<file path="config.mk">
export PLATFORM = sky130hd
export DESIGN_NAME = keypad_digit_entry
export DESIGN_NICKNAME = d
export VERILOG_FILES = /design/src/rtl/keypad_digit_entry.sv
export SDC_FILE = /design/constraint.sdc
export NUM_CORES = 1
export LEC_CHECK = 0
export ABC_AREA = 0
export CORE_MARGIN = 2
export CORE_UTILIZATION = 35
export CTS_CLUSTER_DIAMETER = 50
export CTS_CLUSTER_SIZE = 20
export DETAILED_ROUTE_END_ITERATION = 12
export MAX_ROUTING_LAYER = met4
export SLEW_MARGIN = 20
export SYNTH_ARGS = -nofsm -noshare
export SYNTH_HDL_FRONTEND = slang
export SYNTH_SLANG_ARGS = --single-unit
</file>
<file path="constraint.sdc">
create_clock -name CLK -period 3.1 [get_ports CLK]
set_clock_uncertainty 0.1 [all_clocks]
set_input_delay 0.62 -clock CLK [delete_from_list [all_inputs] [get_ports CLK]]
set_output_delay 0.62 -clock CLK [all_outputs]
set_load 0.005 [all_outputs]
</file>
<file path="src/rtl/keypad_digit_entry.sv">
// Keypad digit entry: synchronizes and debounces the converter's key code,
// shifts accepted BCD digits into an entry buffer and commits it on ENTER.
module keypad_digit_entry #(
  parameter int NUM_DIGITS      = 4,
  parameter int DEBOUNCE_CYCLES = 16
) (
  input  logic                               CLK,
  input  logic                               RST_N,
  input  logic [3:0]                         Bin,
  input  logic                               CHK,
  input  logic                               CLR,
  input  logic                               ENTER,
  output logic [4*NUM_DIGITS-1:0]            Digits,
  output logic [$clog2(NUM_DIGITS+1)-1:0]    Count,
  output logic [4*NUM_DIGITS-1:0]            Value,
  output logic                               Key_valid,
  output logic                               Commit_valid,
  output logic                               Overflow,
  output logic                               Err
);

  localparam int CW = $clog2(NUM_DIGITS + 1);
  localparam int DW = $clog2(DEBOUNCE_CYCLES + 1);
  localparam int BW = 4 * NUM_DIGITS;

  localparam logic [DW-1:0] DB_TARGET = DW'(DEBOUNCE_CYCLES);
  localparam logic [DW-1:0] DB_MAX    = {DW{1'b1}};
  localparam logic [CW-1:0] CNT_FULL  = CW'(NUM_DIGITS);

  typedef enum logic [1:0] {
    IDLE       = 2'd0,
    PRESS_DB   = 2'd1,
    HELD       = 2'd2,
    RELEASE_DB = 2'd3
  } state_t;

  // Two-flop synchronizers for the asynchronous converter outputs
  logic       chk_s1_q, chk_s_q;
  logic [3:0] bin_s1_q, bin_s_q;

  // Debounce FSM state
  state_t        state_q, state_d;
  logic [3:0]    key_q, key_d;
  logic [DW-1:0] db_cnt_q, db_cnt_d;
  logic [DW-1:0] db_cnt_inc;
  logic          accept;

  // Entry buffer and committed value
  logic [BW-1:0] digits_q, digits_d;
  logic [CW-1:0] count_q, count_d;
  logic [BW-1:0] value_q, value_d;
  logic          ovf_q, ovf_d;
  logic          key_valid_q, key_valid_d;
  logic          commit_valid_q, commit_valid_d;
  logic          err_q, err_d;

  logic [BW-1:0] digits_shift;
  logic          accept_digit;

  // Synchronizer flops: the FSM only ever looks at chk_s_q / bin_s_q
  always_ff @(posedge CLK or negedge RST_N) begin
    if (!RST_N) begin
      chk_s1_q <= 1'b0;
      chk_s_q  <= 1'b0;
      bin_s1_q <= 4'd0;
      bin_s_q  <= 4'd0;
    end else begin
      chk_s1_q <= CHK;
      chk_s_q  <= chk_s1_q;
      bin_s1_q <= Bin;
      bin_s_q  <= bin_s1_q;
    end
  end

  // Saturating increment so the debounce counter can never wrap
  assign db_cnt_inc = (db_cnt_q == DB_MAX) ? db_cnt_q : db_cnt_q + DW'(1);

  // Debounce FSM next state; accept fires on the edge the count reaches target
  always_comb begin
    state_d  = state_q;
    key_d    = key_q;
    db_cnt_d = db_cnt_q;
    accept   = 1'b0;
    case (state_q)
      IDLE: begin
        if (chk_s_q) begin
          key_d    = bin_s_q;
          db_cnt_d = DW'(1);
          state_d  = PRESS_DB;
        end
      end
      PRESS_DB: begin
        if (!chk_s_q || (bin_s_q != key_q)) begin
          state_d = IDLE;
        end else begin
          db_cnt_d = db_cnt_inc;
          if (db_cnt_inc >= DB_TARGET) begin
            accept  = 1'b1;
            state_d = HELD;
          end
        end
      end
      HELD: begin
        // Code changes while held are ignored: no auto-repeat
        if (!chk_s_q) begin
          db_cnt_d = DW'(1);
          state_d  = RELEASE_DB;
        end
      end
      RELEASE_DB: begin
        if (chk_s_q) begin
          state_d = HELD;
        end else begin
          db_cnt_d = db_cnt_inc;
          if (db_cnt_inc >= DB_TARGET) begin
            state_d = IDLE;
          end
        end
      end
      default: state_d = IDLE;
    endcase
  end

  // Debounce FSM state register
  always_ff @(posedge CLK or negedge RST_N) begin
    if (!RST_N) begin
      state_q  <= IDLE;
      key_q    <= 4'd0;
      db_cnt_q <= '0;
    end else begin
      state_q  <= state_d;
      key_q    <= key_d;
      db_cnt_q <= db_cnt_d;
    end
  end

  // Buffer shifted by one digit with the accepted key in the low nibble
  generate
    if (NUM_DIGITS == 1) begin : g_shift_one
      assign digits_shift = key_q;
    end else begin : g_shift_many
      assign digits_shift = {digits_q[BW-5:0], key_q};
    end
  endgenerate

  assign accept_digit = accept && (key_q <= 4'd9);

  // Buffer update: CLR wins over everything, then shift-in, then commit
  always_comb begin
    digits_d       = digits_q;
    count_d        = count_q;
    value_d        = value_q;
    ovf_d          = ovf_q;
    key_valid_d    = 1'b0;
    commit_valid_d = 1'b0;
    err_d          = accept && (key_q > 4'd9);
    if (CLR) begin
      digits_d = '0;
      count_d  = '0;
      ovf_d    = 1'b0;
    end else begin
      if (accept_digit) begin
        digits_d    = digits_shift;
        key_valid_d = 1'b1;
        if (count_q != CNT_FULL) begin
          count_d = count_q + CW'(1);
        end else begin
          ovf_d = 1'b1;
        end
      end
      // The commit sees a same-cycle digit because digits_d already holds it
      if (ENTER && ((count_q != '0) || accept_digit)) begin
        value_d        = digits_d;
        commit_valid_d = 1'b1;
        digits_d       = '0;
        count_d        = '0;
        ovf_d          = 1'b0;
      end
    end
  end

  // Buffer, committed value and pulse registers
  always_ff @(posedge CLK or negedge RST_N) begin
    if (!RST_N) begin
      digits_q       <= '0;
      count_q        <= '0;
      value_q        <= '0;
      ovf_q          <= 1'b0;
      key_valid_q    <= 1'b0;
      commit_valid_q <= 1'b0;
      err_q          <= 1'b0;
    end else begin
      digits_q       <= digits_d;
      count_q        <= count_d;
      value_q        <= value_d;
      ovf_q          <= ovf_d;
      key_valid_q    <= key_valid_d;
      commit_valid_q <= commit_valid_d;
      err_q          <= err_d;
    end
  end

  assign Digits       = digits_q;
  assign Count        = count_q;
  assign Value        = value_q;
  assign Key_valid    = key_valid_q;
  assign Commit_valid = commit_valid_q;
  assign Overflow     = ovf_q;
  assign Err          = err_q;

endmodule

</file>
Yosys cells after proc, flatten, opt, wreduce, memory -nomap -nowiden. Index checks and enable logic that the tools add are counted.

Word-level logic and storage cells: 80. Register bits: 60. Memories: 0. Bits in read-only memories: 0. Output and inout bits: 39. Bits in latches: 0. Memory bits (writable): 0. Input port bits: 9.

Reduce and logical (&&, ||, !) cells: 16. Div/mod/pow operators: 0. Shifts and indexed selects: 0. Magnitude comparators: 3. Eq/ne operators: 13. Multiply operators: 0. Bitwise logic cells: 1. Add/sub/neg operators: 2. Mux-type cells: 31.

Operator list (count): two-way mux 16 bit (3); two-way mux 5 bit (5); case mux 5 bit (4 select lines) (1); two-way mux 2 bit (6); two-way mux 3 bit (4); two-way mux 1 bit (11); inequality test 3 bit (second input constant) (3); nonzero test 3 bit (3); inequality test 2 bit (second input constant) (4); case mux 2 bit (4 select lines) (1); AND reduction 2 bit (4); AND reduction 4 bit (2); adder 5 x 1 -> 5 bit (second input constant) (1); == test 5 bit (second input constant) (1); greater-or-equal comparator 5 bit (second input constant) (1); == test 2 bit (second input constant) (2); greater-than comparator 4 bit (second input constant) (1); less-or-equal comparator 4 bit (second input constant) (1); inequality test 4 bit (1); adder 3 x 1 -> 3 bit (second input constant) (1); logical AND 1 bit (3); inequality test 3 x 2 -> 1 bit (second input constant) (1); == test 2 x 1 -> 1 bit (second input constant) (1); logical NOT 2 bit (1); 3 further kinds (4).

Logic depth before layout (Yosys ltp).
Word-level depth: 11. Mapped depth: 8. Gate-level depth less buffers: 6.

Worst setup path before layout. No wires, ideal clock.

Path type: flip-flop to flip-flop. Start point: register key_q[2]. End point: register value_q[0], in the netlist Value[0]. Arrival time: 1.721 ns. Path buffers: 1. Path slack: 1.150 ns. Cell stages (with the launch flop): 7. Cell sequence: dfrtp_1 xor2_1 nor4_4 and3_4 buf_12 mux2i_1 mux2i_1.

Longest elaborated chain between the ends: 8.

Ends and longest elaborated chain: from (decl) (RTL line 43) `logic [3:0] key_q, key_d;`; from (signal assigned) (RTL line 132) `key_q <= key_d;`; inequality test 4 bit (RTL line 93) `if (!chk_s_q || (bin_s_q != key_q)) begin`; logical OR 1 bit (RTL line 93); two-way mux 1 bit (RTL line 93); two-way mux 1 bit (RTL line 84) `case (state_q)`; logical AND 1 bit (*) (RTL line 146) `assign accept_digit = accept && (key_q <= 4'd9);`; logical OR 1 bit (RTL line 172) `if (ENTER && ((count_q != '0) || accept_digit)) begin`; logical AND 1 bit (RTL line 172); AND reduction 2 bit (no source line); to (signal assigned) (RTL line 195) `value_q <= value_d;`; to (decl) (RTL line 51) `logic [BW-1:0] value_q, value_d;`.

Every way passes the cells marked *; elsewhere a longest branch is shown, timed or not. A chain may end at the register's enable or synchronous reset.

Worst setup path in the final report.
Start point: register db_cnt_q[0]. End point: register value_q[5], in the netlist Value[5].

Longest elaborated chain between the ends: 10.

Ends and longest elaborated chain: from (decl) (RTL line 44) `logic [DW-1:0] db_cnt_q, db_cnt_d;`; from (signal assigned) (RTL line 133) `db_cnt_q <= db_cnt_d;`; adder 5 x 1 -> 5 bit / == test 5 bit (equally long branches) (RTL line 76) `assign db_cnt_inc = (db_cnt_q == DB_MAX) ? db_cnt_q : db_cnt_q + DW'(1);`; two-way mux 5 bit (*) (RTL line 76); greater-or-equal comparator 5 bit (*) (RTL line 97) `if (db_cnt_inc >= DB_TARGET) begin`; two-way mux 1 bit (*) (RTL line 97); two-way mux 1 bit (*) (RTL line 93); two-way mux 1 bit (*) (RTL line 84); logical AND 1 bit (*) (RTL line 146); logical OR 1 bit (RTL line 172); logical AND 1 bit (RTL line 172); AND reduction 2 bit (no source line).

Marks and branches as above.

==> summary.txt <==
Outcome
  – Status: finished clean

Synth
  – Most common cell in the netlist: dfrtp_1
  – Top post-synthesis cells by area: dfrtp_1, mux2i_1, inv_1
  – Synth top area share: 0.589
  – Mapped Area: 0.00255 mm^2
  – Syn avg cell area: 12.4 um^2
  – Share of synthesized registers carrying an async set or reset: 1.00
  – Register bit total from synthesis: 60
  – Yosys top cell by area: dfrtp_1
  – Syn Inst Count: 205
  – Synth warnings: 0
  – Sequential-to-total area share from yosys stat: 0.589
  – Most common library cells after synthesis: dfrtp_1, mux2i_1, inv_1
  – Post-synth net total: around 220
  – Synth Flop Type: dfrtp_1
  – Post-synth EDFFs: 0
  – Yosys cell types: 39

Clocking
  – Num CTS Buffers: 9
  – Clk buf depth: 2
  – Post-CTS Setup Bufs: 0
  – Clock slew at reported path FFs: 0.07 ns
  – Cts repair resizes: 0
  – Clock Tree Root: clkbuf_8
  – CTS Sinks: 60
  – CTS HTree Levels: 3
  – Cts hold-fix bufs: 0
  – TritonCTS clock tree: done
  – Clock Latency Late Sink: roughly 0.32 ns

Critical path
  – Worst Setup EP: Value[5]
  – Worst Path Arrival: 2.29 ns
  – Cells on worst reg2reg path: 7
  – Reg2Reg Launch Point: db_cnt_q[0]
  – Worst Setup End Kind: flop
  – Critical Path Source: db_cnt_q[0]
  – R2r setup slk: 0.95 ns
  – Crit path required time: 3.24 ns
  – Worst setup SP type: flop
  – Kind of critical path: flop to flop
  – Maximum fanout along the worst path: 17
  – R2R Path End: Value[5]

Power
  – VDD IR max: around 0.32 mV
  – Power, Total: 1.75 mW
  – Pleak: 1.41 nW
  – Internal Pwr Total: 1.34 mW
  – Logic pwr share: 0.097
  – Sw frac: 0.235
  – Clock power share: 0.402
  – Switching component of the power: 411 uW
  – Seq pwr share: 0.501
  – Power density over the cells: 529 mW/mm^2

Routing
  – ANT nets after route: 0
  – Detailed Route WL: 4750 um
  – Initial DRC Count: between 100 and 150
  – Wire length per cell: 13.1 um
  – TritonRoute pass-1 iters: 4
  – Drt drc: 0
  – Via-per-instance ratio: 4.54
  – Total number of vias: 1651

Floorplanning
  – Die area: 0.00798 mm^2
  – Die Wd: 89.3 um
  – Die Span Y: 89.3 um
  – # rows: 31
  – Initial Util: 0.357
  – Core Area: approximately 0.0071 mm^2
  – I/O pin count: 48

Global route
  – First-pass GRT wire length: 8140 um
  – Initial antenna violation count: 0
  – Largest net degree at the start of global routing: 32
  – Global route total overflow: 0
  – Tot GR Track Use: 0.138
  – Via count of the first global-routing pass: ~1700

Timing
  – Peak Freq: 466 MHz
  – Setup TNS: 0 ns
  – Final worst slack: approximately 0.95 ns
  – Final period util: 0.693
  – RSZ-0062 raised after global routing: no
  – # setup viols final: 0
  – Final Hold Viols: 0
  – Fin crit period: 2.15 ns
  – Slew Limit Fails: 0
  – Tightest Pin Transition: around 0.68 ns
  – Slew margin rel.: 0.545

Cells and area
  – NumNets Final: 272
  – Fin area: about 0.0033 mm^2
  – P&R area growth vs syn: 29.7%
  – Final std cells w/o fill: 364
  – Diode count: 0
  – Layout cells sized above 1: 0.132

Min path
  – Hold WC Path Type: input pin to asynchronous set/reset pin

Placed design
  – Detailed Place HPWL: around 3300 um
  – Placed Area: 0.00310 mm^2
  – Placed Cells: 348
  – PortBufs: 47
  – Setup Slack @ Placement: 0.939 ns
  – Gpl congestion: 0.727

Flow run
  – Max-cap viol count: 0
==> metrics by stage <==
| step | utilization | hold WS (ns) |
|---|---|---|
| final | 0.463 | 0.224 |
| after global routing | 0.463 | 0.255 |
| after CTS | 0.463 | 0.231 |
| after detailed placement | 0.434 | 0.237 |
| after global placement | 0.434 | 0.232 |
| after floorplan | - | 0.224 |
==> sequential cells by signal, indices dropped and copies added, names as in the netlist, 2 cells and up <==
signal,count
state_q,2
db_cnt_q,5
Digits,16
Value,16
bin_s1_q,4
bin_s_q,4
Count,3
key_q,4
==> kinds of logic (layout without fill, tap and decap cells) <==
group / after synthesis / after routing / share of synthesized area
and+or+nand+nor: 47 / 47 / 0.102
DFF: 60 / 60 / 0.589
AOI/OAI and AO/OA: 23 / 23 / 0.0643
buffers and inverters: 31 / 91 / 0.0688
muxes: 36 / 36 / 0.143
adders and majority gates: 3 / 3 / 0.0147
xor gates and xnor gates: 5 / 5 / 0.0172
==> cell usage in the layout, fill, tap and decap left out, types with 3 or more instances in the layout <==
master / netlist / layout
dfrtp_1: 60 / 60
clkdlybuf4s50_1: 0 / 46
mux2i_1: 32 / 32
inv_1: 24 / 24
nor2_1: 20 / 20
clkbuf_8: 0 / 11
nand2_1: 7 / 7
a21oi_1: 7 / 7
nand3_1: 6 / 6
mux2_2: 4 / 4
xor2_1: 3 / 3
a31oi_1: 3 / 3
ha_1: 3 / 3
buf_4: 2 / 3
==> worst max-delay path, cell delays in order (launching register included) <==
cell	delay (ns)
dfrtp_1	0.42
ha_1	0.26
a31oi_1	0.14
a21oi_1	0.30
a211oi_2	0.17
nor3_4	0.12
buf_4	0.31
mux2i_1	0.23
==> how the worst min path moves through the flow <==
| stage | startpoint | endpoint | slack (ns) |
|---|---|---|---|
| after floorplan | RST_N | Commit_valid | 0.22 |
| after global placement | bin_s1_q[2] | bin_s_q[2] | 0.23 |
| after detailed placement | bin_s1_q[0] | bin_s_q[0] | 0.24 |
| after CTS | RST_N | Value[10] | 0.23 |
| after global routing | bin_s1_q[0] | bin_s_q[0] | 0.26 |
| final | RST_N | Value[9] | 0.22 |
==> power groups by stage <==
stage	clock (mW)	combinational [mW]	sequential [mW]
2_1_floorplan	0	0.0879	0.881
3_3_place_gp	0	0.170	0.890
3_5_place_dp	0	0.172	0.891
4_1_cts	0.727	0.173	0.877
5_1_grt	0.759	0.191	0.886
6_report	0.703	0.169	0.877
==> area by class of cell <==
| cell class | count | area (um^2) |
|---|---|---|
| clock buffer | 13 | 159 |
| clock inverter | 3 | 45.0 |
| fill | 672 | 3830 |
| inverter | 24 | 90.1 |
| multi-input combinational | 114 | 877 |
| sequential | 60 | 1500 |
| tap | 99 | 124 |
| timing repair buffer | 51 | 508 |
==> routing by layer <==
metal | part of all wire | GRT usage | vias to the layer above
met5 | 0 | - | -
met4 | 0.012 | 0.0556 | 0
met3 | 0.048 | 0.0397 | 4
met2 | 0.47 | 0.199 | 37
met1 | 0.47 | 0.185 | 801
li1 | - | - | 809
Power figures use the tool's default switching activity.
